[src/rtl/pingpong_sender.sv]
// pingpong_sender
//   Producer side of the Sel/Data link. Incoming bytes are queued in a small
//   FIFO; two output banks alternate between "shown to the consumer" (the
//   bank addressed by sel) and "being refilled from the FIFO" (the other one).
//   A consumer switching onto a bank that never received fresh data is
//   flagged as an underrun and counted (saturating).
//
// Parameters
//   DEPTH : FIFO depth in bytes, power of two, >= 2
//   CNT_W : width of the saturating underrun counter
//
// Ports
//   clk          in   rising-edge clock shared with the consumer
//   rst          in   asynchronous active-low reset
//   in_data      in   byte to enqueue
//   in_valid     in   in_data valid
//   in_ready     out  FIFO can accept a byte (low while in reset)
//   sel          in   bank select from consumer (0: bank0, 1: bank1)
//   data         out  contents of the selected bank (combinational mux)
//   underrun     out  one-cycle pulse on a switch onto a stale bank
//   underrun_cnt out  saturating underrun event count
//   level        out  FIFO occupancy

module pingpong_sender #(
  parameter int unsigned DEPTH = 4,
  parameter int unsigned CNT_W = 8
) (
  input  logic                     clk,
  input  logic                     rst,
  input  logic [7:0]               in_data,
  input  logic                     in_valid,
  output logic                     in_ready,
  input  logic                     sel,
  output logic [7:0]               data,
  output logic                     underrun,
  output logic [CNT_W-1:0]         underrun_cnt,
  output logic [$clog2(DEPTH):0]   level
);

  localparam int unsigned PTR_W = $clog2(DEPTH);
  localparam int unsigned LVL_W = PTR_W + 1;

  localparam logic [PTR_W-1:0] PTR_ONE  = PTR_W'(1);
  localparam logic [LVL_W-1:0] LVL_FULL = LVL_W'(DEPTH);

  // FIFO storage and pointers; pointers wrap naturally since DEPTH is 2^PTR_W
  logic [7:0]       fifo_q [DEPTH];
  logic [7:0]       fifo_d [DEPTH];
  logic [PTR_W-1:0] wr_ptr_q, wr_ptr_d;
  logic [PTR_W-1:0] rd_ptr_q, rd_ptr_d;
  logic [LVL_W-1:0] level_q,  level_d;

  // Output banks and per-bank "needs fresh data" flags
  logic [7:0]       bank_q [2];
  logic [7:0]       bank_d [2];
  logic [1:0]       pending_q, pending_d;

  // Previous sel for toggle detection, underrun pulse and counter
  logic             sel_q, sel_d;
  logic             underrun_q, underrun_d;
  logic [CNT_W-1:0] underrun_cnt_q, underrun_cnt_d;

  // Per-cycle control
  logic             toggle;
  logic             refill_idx;
  logic             need;
  logic             fifo_empty;
  logic             push;
  logic             pop;

  // ------------------------------------------------------------------------
  // Outputs
  // ------------------------------------------------------------------------
  // in_ready is gated by rst so it drops the instant reset asserts.
  assign in_ready     = rst & (level_q != LVL_FULL);
  assign data         = sel ? bank_q[1] : bank_q[0];
  assign underrun     = underrun_q;
  assign underrun_cnt = underrun_cnt_q;
  assign level        = level_q;

  // ------------------------------------------------------------------------
  // Next-state logic
  // ------------------------------------------------------------------------
  always_comb begin
    fifo_d         = fifo_q;
    wr_ptr_d       = wr_ptr_q;
    rd_ptr_d       = rd_ptr_q;
    bank_d         = bank_q;
    pending_d      = pending_q;
    sel_d          = sel;
    underrun_d     = 1'b0;
    underrun_cnt_d = underrun_cnt_q;

    toggle     = sel ^ sel_q;
    refill_idx = ~sel;
    // The unselected bank is refilled when it is still waiting for data, or
    // when it was just deselected (its contents have been consumed).
    need       = pending_q[refill_idx] | toggle;
    fifo_empty = (level_q == '0);
    push       = in_valid & in_ready;
    pop        = need & ~fifo_empty;

    if (push) begin
      fifo_d[wr_ptr_q] = in_data;
      wr_ptr_d         = wr_ptr_q + PTR_ONE;
    end

    // Only the unselected bank is ever written; the head is read before any
    // same-cycle push lands, so there is no bypass path.
    if (pop) begin
      bank_d[refill_idx]    = fifo_q[rd_ptr_q];
      rd_ptr_d              = rd_ptr_q + PTR_ONE;
      pending_d[refill_idx] = 1'b0;
    end else if (need) begin
      pending_d[refill_idx] = 1'b1;
    end

    // Switching onto a bank still marked pending shows stale data. Its flag
    // is left set so it is refilled once it is deselected again.
    if (toggle && pending_q[sel]) begin
      underrun_d = 1'b1;
      if (underrun_cnt_q != '1) begin
        underrun_cnt_d = underrun_cnt_q + CNT_W'(1);
      end
    end

    level_d = level_q + LVL_W'(push) - LVL_W'(pop);
  end

  // ------------------------------------------------------------------------
  // State registers
  // ------------------------------------------------------------------------
  always_ff @(posedge clk or negedge rst) begin
    if (!rst) begin
      for (int unsigned i = 0; i < DEPTH; i++) begin
        fifo_q[i] <= '0;
      end
      wr_ptr_q       <= '0;
      rd_ptr_q       <= '0;
      level_q        <= '0;
      bank_q[0]      <= '0;
      bank_q[1]      <= '0;
      pending_q      <= '1;
      sel_q          <= 1'b0;
      underrun_q     <= 1'b0;
      underrun_cnt_q <= '0;
    end else begin
      fifo_q         <= fifo_d;
      wr_ptr_q       <= wr_ptr_d;
      rd_ptr_q       <= rd_ptr_d;
      level_q        <= level_d;
      bank_q         <= bank_d;
      pending_q      <= pending_d;
      sel_q          <= sel_d;
      underrun_q     <= underrun_d;
      underrun_cnt_q <= underrun_cnt_d;
    end
  end

endmodule

[config.mk]
export PLATFORM = sky130hd
export DESIGN_NAME = pingpong_sender
export DESIGN_NICKNAME = d
export VERILOG_FILES = /design/src/rtl/pingpong_sender.sv
export SDC_FILE = /design/constraint.sdc
export NUM_CORES = 1
export LEC_CHECK = 0
export CORE_UTILIZATION = 60
export DETAILED_ROUTE_END_ITERATION = 7
export PLACE_DENSITY = 0.95
export SETUP_SLACK_MARGIN = 0.15
export SLEW_MARGIN = 20
export SYNTH_ARGS = -nofsm -noshare
export SYNTH_HDL_FRONTEND = slang
export SYNTH_SLANG_ARGS = --single-unit
[constraint.sdc]
create_clock -name clk -period 7 [get_ports clk]
set_input_delay 0.7 -clock clk [delete_from_list [all_inputs] [get_ports clk]]
set_output_delay 0.7 -clock clk [all_outputs]
set_load 0.01 [all_outputs]
==> flow_metrics.py, run 1 <==
metrics = {
    "yosys": {
        "ys_seq_elements": 67,
        "synth.area.top_cells": "dfrtp_1 51%, mux2_2 22%, mux4_2 5.7%",
        "synth_warnings": 0,
        "ys.flop_type": "dfrtp_1",
        "synthesis.nets": 235,
        "synth_common_cells": "65 x dfrtp_1, 62 x mux2_2, 12 x inv_1",
        "yosysUniqueCellTypes": 37,
        "synth_top_area_cell": "dfrtp_1",
        "yosysMostFrequentCell": "dfrtp_1",
        "seq_area_frac_synth_pct": 53.1,
        "syn_inst": 215,
        "synth_top_cell_area_share_pct": 51.5,
        "synth_edf_count": 0,
        "synthArstFlopShare_pct": 100,
        "syn_avg_cell_area_um2": 14.7,
        "syn-cell-area_um2": 3160,
    },
    "timing": {
        "setup_viol": 0,
        "rsz0062_at_grt": "false",
        "period_minus_slack_ns": 3.32,
        "setup-tns-final_ns": 0,
        "worstMarginPinSlew_ns": 0.867,
        "worst_slack_ns": 3.68,
        "finalHoldViolCount": 0,
        "post-route-period-util_pct": 47.4,
        "skew_ns": 0.00625,
        "max_slew_margin_pct": 42.2,
        "final-max-slew-violation-count": 0,
        "max_freq_mhz": 301,
    },
    "global_route": {
        "grt_pass1_wl_um": 8950,
        "track_usage_pct": 22.7,
        "grt_max_degree": 74,
        "grt_pass1_vias": 1814,
        "grt_overflow": 0,
        "grt_antenna_before_repair": 0,
    },
    "pwr": {
        "p_int_mw": 1.12,
        "power.ir.vdd_worst_mv": 0.223,
        "pwr-share-clk_pct": 19.4,
        "total_power_mw": 1.62,
        "leakage_nw": 1.61,
        "power.density_nw_per_um2": 434,
        "swShare_pct": 30.9,
        "p_sw_mw": 0.500,
        "power_frac_seq_pct": 43.5,
        "p_comb_share_pct": 37.1,
    },
    "layout": {
        "area_delta_synth_final_pct": 17.9,
        "utilization_pct": 73.4,
        "finalNetCount": 272,
        "drive_gt1_share_pct": 39.7,
        "antennaDiodeCount": 0,
        "final_cell_area_um2": 3720,
    },
    "clocking": {
        "cts.clk_slew.worst_paths_ns": 0.06,
        "cts_made_buffers": 9,
        "cts_hold_buf": 0,
        "cts_setup_buffers": 0,
        "insertion_delay_ns": 0.34,
        "ctsResizeCount": 0,
        "tritoncts": "yes",
        "clockBufferDepth": 2,
        "clock-sinks": 67,
        "cts-root-buf": "clkbuf_8",
        "h-tree-depth": 3,
    },
    "outcome": {
        "status": "complete, no violations",
    },
    "critical_path": {
        "critical_path.top_delay_family": "buffers and inverters",
        "critical-path-slowest-cell": "clkdlybuf4s50_1",
        "crit_start": "sel",
        "worstReg2RegEnd": "level[2]$_DFF_PN0_",
        "cp_max_fo": 20,
        "crit_chain": "clkdlybuf4s50_1 -> mux2_2 -> clkdlybuf4s50_1",
        "cp.arrival_ns": 2.62,
        "cp-end-kind": "output port",
        "crit_path_end": "data[1]",
        "required_ns": 6.30,
        "crit_type": "input pin to output port",
        "path_buf_inv": 2,
        "reg2regPathDepth": 8,
        "slowest_delay_ns": 1.01,
        "cpMostUsedCell": "clkdlybuf4s50_1",
        "worst-path-stages": 3,
        "r2r_slack_ns": 4.60,
        "regToRegStartpoint": "level[2]$_DFF_PN0_",
        "start_kind": "input pin",
    },
    "floorplan": {
        "dieArea_um2": 5560,
        "ioPinCount": 33,
        "initial_core_util_pct": 62.3,
        "die_w_um": 74.6,
        "die_h_um": 74.6,
        "core-area_um2": 5070,
        "fp-row-count": 26,
    },
    "placement": {
        "gp_congestion": 0.759,
        "dp_slack_ns": 3.51,
        "placed_area_um2": 3530,
        "hpwlAfterDp_um": 3730,
        "portBuffers": 32,
    },
    "drt": {
        "dr.first_iter.drc_count": 74,
        "wirelength_um": 5370,
        "viasPerCell": 5.67,
        "ant_nets": 0,
        "first_pass_iters": 4,
        "num_vias": 1853,
        "drc": 0,
        "avgRoutedWirePerCell_um": 16.4,
    },
    "worst_hold_path": {
        "holdCritStartpoint": "fifo_q[0]$_DFFE_PN0P_",
        "hp-class": "flip-flop to flip-flop",
    },
    "flow_run": {
        "drv_cap": 0,
    },
}
## power groups by stage
stage | clock (mW) | combinational (mW) | sequential, mW
detailed placement | 0 | 0.603 | 0.710
CTS | 0.319 | 0.609 | 0.703
finish | 0.314 | 0.600 | 0.703
floorplan | 0 | 0.442 | 0.663
global route | 0.336 | 0.656 | 0.730
global placement | 0 | 0.577 | 0.699
## metal layers
| layer | share of wire [%] | vias to the layer above | global-route usage, % |
|---|---|---|---|
| met3 | 4.1 | 10 | 7.45 |
| li1 | - | 859 | - |
| met5 | 0 | - | 0 |
| met4 | 1.2 | 0 | 7.55 |
| met2 | 50 | 40 | 34.6 |
| met1 | 45 | 944 | 31.2 |
## logic make-up after synthesis
| kind of cell | count (synthesis) | share of synthesized area [%] |
|---|---|---|
| mux | 72 | 28.6 |
| buf+inv | 19 | 2.69 |
| fa+ha+maj | 8 | 3.40 |
| flops | 67 | 53.1 |
| compound gates | 14 | 3.13 |
| simple gates | 29 | 7.40 |
| xor+xnor | 6 | 1.66 |
## worst reg2reg max path, cell delays in order, from the launching register on
cell,delay (ns)
dfrtp_1,0.43
nor3_2,0.49
a211oi_1,0.15
ha_1,0.34
inv_1,0.04
ha_1,0.18
fa_1,0.38
xor2_1,0.16
xnor2_1,0.12
## layout by cell type, fill, tap and decap left out, drive strengths merged, types with 2 or more instances in the layout
cell type and instances:
nand3 4, nor3 3, nor2 3, dfstp 2
mux2 63, a2111oi 2, clkbuf 11, mux4 8
o21ai 2, xor2 3, dfrtp 65, inv 12
clkdlybuf4s50 31, a211oi 3, ha 7, buf 2
nand2 6, xnor2 3, nand4 6, a21oi 5
clkinv 3, nand3b 2
## per-stage QoR
stage                     std cells  hold WS [ns]
after global routing            327         0.509
final                           327         0.503
after floorplan                 215         0.404
after detailed placement        311         0.488
after global placement          311         0.482
after CTS                       327         0.503
## worst min-delay path by stage
stage	endpoint	slack (ns)	depth (start not counted)
floorplan	bank_q[0]$_DFFE_PN0P_	0.40	0
finish	fifo_q[0]$_DFFE_PN0P_	0.50	1
global route	fifo_q[13]$_DFFE_PN0P_	0.51	1
detailed placement	fifo_q[0]$_DFFE_PN0P_	0.49	1
global placement	fifo_q[17]$_DFFE_PN0P_	0.48	1
CTS	fifo_q[0]$_DFFE_PN0P_	0.50	1
## state kept, by name, indices dropped and copies added, names as in the netlist, named ones only
register / flops
underrun: 1
bank_q: 16
wr_ptr_q: 2
rd_ptr_q: 2
fifo_q: 32
underrun_cnt: 8
sel_q: 1
level: 3
## cell type report
cell class	count	area (µm²)
fill	333	1350
clock buffer	11	141
timing repair buffer	33	323
tap	70	87.6
clock inverter	5	52.6
multi-input combinational	129	1400
sequential	67	1680
inverter	12	45.0
Power figures use the tool's default switching activity.
==> run 2: changes to the inputs <==
--- a/config.mk
+++ b/config.mk
@@ -5,9 +5,9 @@
 export SDC_FILE = /design/constraint.sdc
 export NUM_CORES = 1
 export LEC_CHECK = 0
-export CORE_UTILIZATION = 60
+export CORE_UTILIZATION = 56
 export DETAILED_ROUTE_END_ITERATION = 7
-export PLACE_DENSITY = 0.95
+export PLACE_DENSITY = 0.91
 export SETUP_SLACK_MARGIN = 0.15
 export SLEW_MARGIN = 20
 export SYNTH_ARGS = -nofsm -noshare
==> constraint.sdc (replaced) <==
create_clock -name clk -period 3.2 [get_ports clk]
set_input_delay 0.32 -clock clk [delete_from_list [all_inputs] [get_ports clk]]
set_output_delay 0.32 -clock clk [all_outputs]
set_load 0.01 [all_outputs]
==> flow_metrics.py, run 2 (synthesis gave the netlist of run 1 again) <==
metrics = {
    "outcome": {
        "status": "complete, no violations",
    },
    "layout": {
        "finalNetCount": 275,
        "nFillCells": 353,
        "final_cell_mix": "65 x dfrtp_1, 62 x mux2_2, 31 x clkdlybuf4s50_1",
        "largest_register_ffs": 32,
        "regMostFlops": "fifo_q",
        "mostFrequentLayoutCell": "dfrtp_1",
        "drive_gt1_share_pct": 39.6,
        "stdcell_count": 330,
        "area_delta_synth_final_pct": 17.9,
        "final_cell_area_um2": 3730,
        "antennaDiodeCount": 0,
    },
    "global_route": {
        "track_usage_pct": 22.5,
        "grt_pass1_vias": 1988,
        "grt_pass1_wl_um": 9890,
        "grt_antenna_before_repair": 0,
        "grt_max_degree": 42,
        "grt_overflow": 0,
    },
    "floorplan": {
        "ioPinCount": 33,
        "die_h_um": 77.1,
        "die_w_um": 77.1,
        "core-area_um2": 5270,
        "fp-row-count": 26,
        "dieArea_um2": 5950,
        "initial_core_util_pct": 60.0,
    },
    "clocking": {
        "clockBufferDepth": 2,
        "ctsResizeCount": 0,
        "clock-sinks": 67,
        "cts_made_buffers": 9,
        "cts_hold_buf": 0,
        "insertion_delay_ns": 0.34,
        "h-tree-depth": 3,
        "cts.clk_slew.worst_paths_ns": 0.07,
        "tritoncts": "yes",
        "cts-root-buf": "clkbuf_8",
        "cts_setup_buffers": 0,
    },
    "drt": {
        "avgRoutedWirePerCell_um": 17.8,
        "viasPerCell": 5.62,
        "drc": 0,
        "num_vias": 1856,
        "ant_nets": 0,
        "first_pass_iters": 4,
        "wirelength_um": 5880,
        "dr.first_iter.drc_count": 73,
    },
    "worst_hold_path": {
        "hp-class": "input pin to asynchronous set/reset pin",
    },
    "placement": {
        "portBuffers": 32,
        "hpwlAfterDp_um": 4060,
        "placed_area_um2": 3550,
        "dp_cells": 314,
        "dp_slack_ns": 0.651,
        "gp_congestion": 0.813,
    },
    "timing": {
        "worst_slack_ns": 0.762,
        "final-max-slew-violation-count": 0,
        "max_slew_margin_pct": 50.0,
        "skew_ns": 0.00511,
        "worstMarginPinSlew_ns": 0.745,
        "rsz0062_at_grt": "false",
        "setup-tns-final_ns": 0,
        "post-route-period-util_pct": 76.2,
        "setup_viol": 0,
        "max_freq_mhz": 410,
        "finalHoldViolCount": 0,
        "period_minus_slack_ns": 2.44,
    },
    "pwr": {
        "power.density_nw_per_um2": 937,
        "power.ir.vdd_worst_mv": 0.549,
        "leakage_nw": 1.61,
        "total_power_mw": 3.49,
    },
    "flow_run": {
        "drv_cap": 0,
    },
    "critical_path": {
        "cp.arrival_ns": 2.66,
        "cp_max_fo": 6,
        "required_ns": 3.42,
        "cp-end-kind": "flip-flop",
        "crit_type": "flip-flop to flip-flop",
        "start_kind": "flip-flop",
    },
}
## run 2: metrics by stage
stage | hold slack, ns | utilization, %
final | 0.0234 | 70.7
after global routing | 0.0458 | 70.7
after CTS | 0.0292 | 70.7
after detailed placement | 0.395 | 67.4
after global placement | 0.392 | 67.4
after floorplan | 0.0244 | -
## run 2: final timing paths
| path | to | slack, ns | start | depth (start not counted) |
|---|---|---|---|---|
| min in group clk | wr_ptr_q[0]$_DFFE_PN0P_ | 0.37 | rst | 3 |
| min | fifo_q[29]$_DFFE_PN0P_ | 0.02 | rst | 2 |
| min reg2reg | fifo_q[13]$_DFFE_PN0P_ | 0.50 | fifo_q[13]$_DFFE_PN0P_ | 1 |
| max | level[2]$_DFF_PN0_ | 0.76 | level[2]$_DFF_PN0_ | 8 |
| max in group asynchronous | asynchronous set/reset pin | 2.30 | rst | 3 |
| max reg2reg | level[2]$_DFF_PN0_ | 0.76 | level[2]$_DFF_PN0_ | 8 |
## run 2: power breakdown
group	internal [mW]	total [mW]	switching [mW]
combinational	0.823	1.32	0.501
sequential	1.25	1.55	0.305
clock	0.322	0.616	0.294
## run 2: area by class of cell
class,count,area [µm²],area share [%]
Inverter,12,45.0,1.21
Tap cell,70,87.6,2.35
Clock buffer,14,163,4.37
Clock inverter,2,10.0,0.269
Multi-Input combinational cell,129,1400,37.5
Sequential cell,67,1680,45.1
Timing Repair Buffer,36,345,9.27
## run 2: worst max-delay path: stages (launching register included)
cell      delay [ns]
dfrtp_1         0.43
nor3_2          0.50
a211oi_1        0.17
ha_1            0.32
inv_1           0.04
ha_1            0.19
fa_1            0.38
xor2_1          0.16
xnor2_1         0.13
## run 2: metal layers
metal  global-route usage (%)  share of wire [%]  wire [µm]
met5                        0                  0          0
met4                     10.0                1.6         93
met3                     5.48                2.8        165
met2                     37.2                 50       2970
met1                     28.1                 45       2650
==> run 3: changes to the inputs <==
==> constraint.sdc (replaced) <==
create_clock -name clk -period 2.47 [get_ports clk]
set_input_delay 0.247 -clock clk [delete_from_list [all_inputs] [get_ports clk]]
set_output_delay 0.247 -clock clk [all_outputs]
set_load 0.01 [all_outputs]
==> flow_metrics.py, run 3 (synthesis gave the netlist of run 1 again) <==
metrics = {
    "clocking": {
        "cts_made_buffers": 9,
        "clock-sinks": 67,
        "cts.clk_slew.worst_paths_ns": 0.07,
        "h-tree-depth": 3,
        "cts-root-buf": "clkbuf_8",
        "insertion_delay_ns": 0.34,
        "clockBufferDepth": 2,
        "tritoncts": "yes",
    },
    "layout": {
        "final_cell_mix": "62 x mux2_2, 62 x dfrtp_1, 31 x clkdlybuf4s50_1",
        "drive_gt1_share_pct": 46.7,
        "antennaDiodeCount": 0,
        "multi_input_comb_area_um2": 1440,
        "largest_register_ffs": 32,
        "area_delta_synth_final_pct": 23.3,
        "regMostFlops": "fifo_q",
        "utilization_pct": 74.0,
        "nFillCells": 362,
        "finalNetCount": 289,
        "seq_area_um2": 1680,
    },
    "drt": {
        "num_vias": 1948,
        "dr.first_iter.drc_count": 94,
        "ant_nets": 0,
        "first_pass_iters": 4,
        "avgRoutedWirePerCell_um": 18.0,
        "viasPerCell": 5.66,
        "drc": 0,
        "wirelength_um": 6180,
    },
    "critical_path": {
        "r2r_slack_ns": 0.22,
        "slowest_delay_ns": 0.43,
        "start_kind": "flip-flop",
        "crit_type": "flip-flop to flip-flop",
        "critical-path-slowest-cell": "dfrtp_2",
        "cp-end-kind": "flip-flop",
        "critical_path.top_delay_family": "adder cells",
        "regToRegStartpoint": "level[1]$_DFF_PN0_",
        "cp.arrival_ns": 2.50,
        "crit_chain": "buf_4 -> nor3_4 -> a211oi_2 -> ha_1 -> inv_1 -> ha_2 -> fa_2 -> xor2_2 -> xnor2_1",
        "path_buf_inv": 2,
        "worst-path-stages": 9,
        "required_ns": 2.72,
        "cp_max_fo": 4,
        "reg2regPathDepth": 9,
        "worstReg2RegEnd": "level[2]$_DFF_PN0_",
    },
    "floorplan": {
        "ioPinCount": 33,
        "die_w_um": 77.1,
        "dieArea_um2": 5950,
        "die_h_um": 77.1,
        "initial_core_util_pct": 60.0,
        "fp-row-count": 26,
        "core-area_um2": 5270,
    },
    "pwr": {
        "leakage_nw": 1.69,
        "power.ir.vdd_worst_mv": 0.611,
        "p_comb_share_pct": 39.7,
        "swShare_pct": 31.6,
        "p_int_mw": 3.29,
        "power.density_nw_per_um2": 1240,
        "pwr-share-clk_pct": 18.3,
        "p_sw_mw": 1.52,
        "power_frac_seq_pct": 41.9,
    },
    "global_route": {
        "grt_max_degree": 60,
        "grt_antenna_before_repair": 0,
        "grt_overflow": 0,
        "track_usage_pct": 23.5,
        "grt_pass1_vias": 2108,
        "grt_pass1_wl_um": 10300,
    },
    "worst_hold_path": {
        "hp-class": "input pin to asynchronous set/reset pin",
    },
    "flow_run": {
        "drv_cap": 0,
    },
    "outcome": {
        "status": "complete, no violations",
    },
    "timing": {
        "max_slew_margin_pct": 53.1,
        "max_freq_mhz": 444,
        "rsz0062_at_grt": "false",
        "final-max-slew-violation-count": 0,
        "finalHoldViolCount": 0,
        "setup-tns-final_ns": 0,
        "worst_slack_ns": 0.220,
        "setup_viol": 0,
        "worstMarginPinSlew_ns": 0.703,
        "skew_ns": 0.00846,
        "post-route-period-util_pct": 91.1,
        "period_minus_slack_ns": 2.25,
    },
    "placement": {
        "dp_slack_ns": 0.00972,
        "portBuffers": 32,
        "gp_congestion": 0.830,
        "hpwlAfterDp_um": 4000,
    },
}
==> run 3: cell count changes in the layout (fill, tap and decap cells not counted), sizes merged <==
| cell | previous run | this run |
|---|---|---|
| clkinv | 2 | 3 |
| bufinv | 0 | 1 |
| buf | 5 | 18 |
| dlygate4sd3 | 0 | 1 |
| clkbuf | 14 | 11 |
| clkinvlp | 0 | 1 |
==> run 3: stage by stage <==
| step | cell area (µm²) | std cells | total power [mW] | hold WS [ns] |
|---|---|---|---|---|
| 6_report | 3900 | 344 | 4.82 | 0.400 |
| 5_1_grt | 3900 | 344 | 5.12 | 0.416 |
| 4_1_cts | 3830 | 339 | 4.76 | 0.388 |
| 3_5_place_dp | 3610 | 321 | 3.79 | 0.214 |
| 3_3_place_gp | 3610 | 321 | 3.67 | 0.221 |
| 2_1_floorplan | 3160 | 215 | 3.13 | -0.0486 |
==> run 3: power by group through the flow <==
| stage | logic (mW) | clock network (mW) | registers (mW) |
|---|---|---|---|
| floorplan | 1.25 | 0 | 1.88 |
| global placement | 1.69 | 0 | 1.98 |
| detailed placement | 1.76 | 0 | 2.02 |
| CTS | 1.82 | 0.911 | 2.03 |
| global route | 2.06 | 0.959 | 2.10 |
| finish | 1.91 | 0.884 | 2.02 |
==> run 3: area by class of cell <==
type | count | area share, %
clock buffer | 11 | 3.63
clock inverter | 5 | 1.35
inverter | 12 | 1.16
multi-input combinational | 129 | 36.8
sequential | 67 | 43.2
tap | 70 | 2.25
timing repair buffer | 50 | 11.6
==> run 3: worst register-to-register path, stage by stage, from the launching register on <==
cell      delay [ns]
dfrtp_2         0.43
buf_4           0.15
nor3_4          0.25
a211oi_2        0.08
ha_1            0.29
inv_1           0.05
ha_2            0.17
fa_2            0.40
xor2_2          0.16
xnor2_1         0.17
==> run 3: repair_timing <==
action	CTS	global route
cloned	0	0
hold buffers	1	0
resized for setup	3	9
setup buffers	1	5
endpoints found under the hold margin	8	0
pin swaps	0	5
setup endpoints to repair	1	2
==> run 3: how the worst max path moves through the flow <==
stage,startpoint,to,slack (ns)
6_report,level[1]$_DFF_PN0_,level[2]$_DFF_PN0_,0.22
5_1_grt,level[1]$_DFF_PN0_,level[2]$_DFF_PN0_,0.11
4_1_cts,level[2]$_DFF_PN0_,level[2]$_DFF_PN0_,0.16
3_5_place_dp,sel,level[2]$_DFF_PN0_,0.01
3_3_place_gp,sel,level[2]$_DFF_PN0_,0.15
2_1_floorplan,level[1]$_DFF_PN0_,level[2]$_DFF_PN0_,0.17
==> run 3: routing by layer <==
metal  vias up  track usage [%]  wire length [µm]
li1        886                -                 -
met1      1007             28.5              2580
met2        41             39.7              3270
met3        14             4.88               182
met4         0             11.9               137
met5         -                0                 0
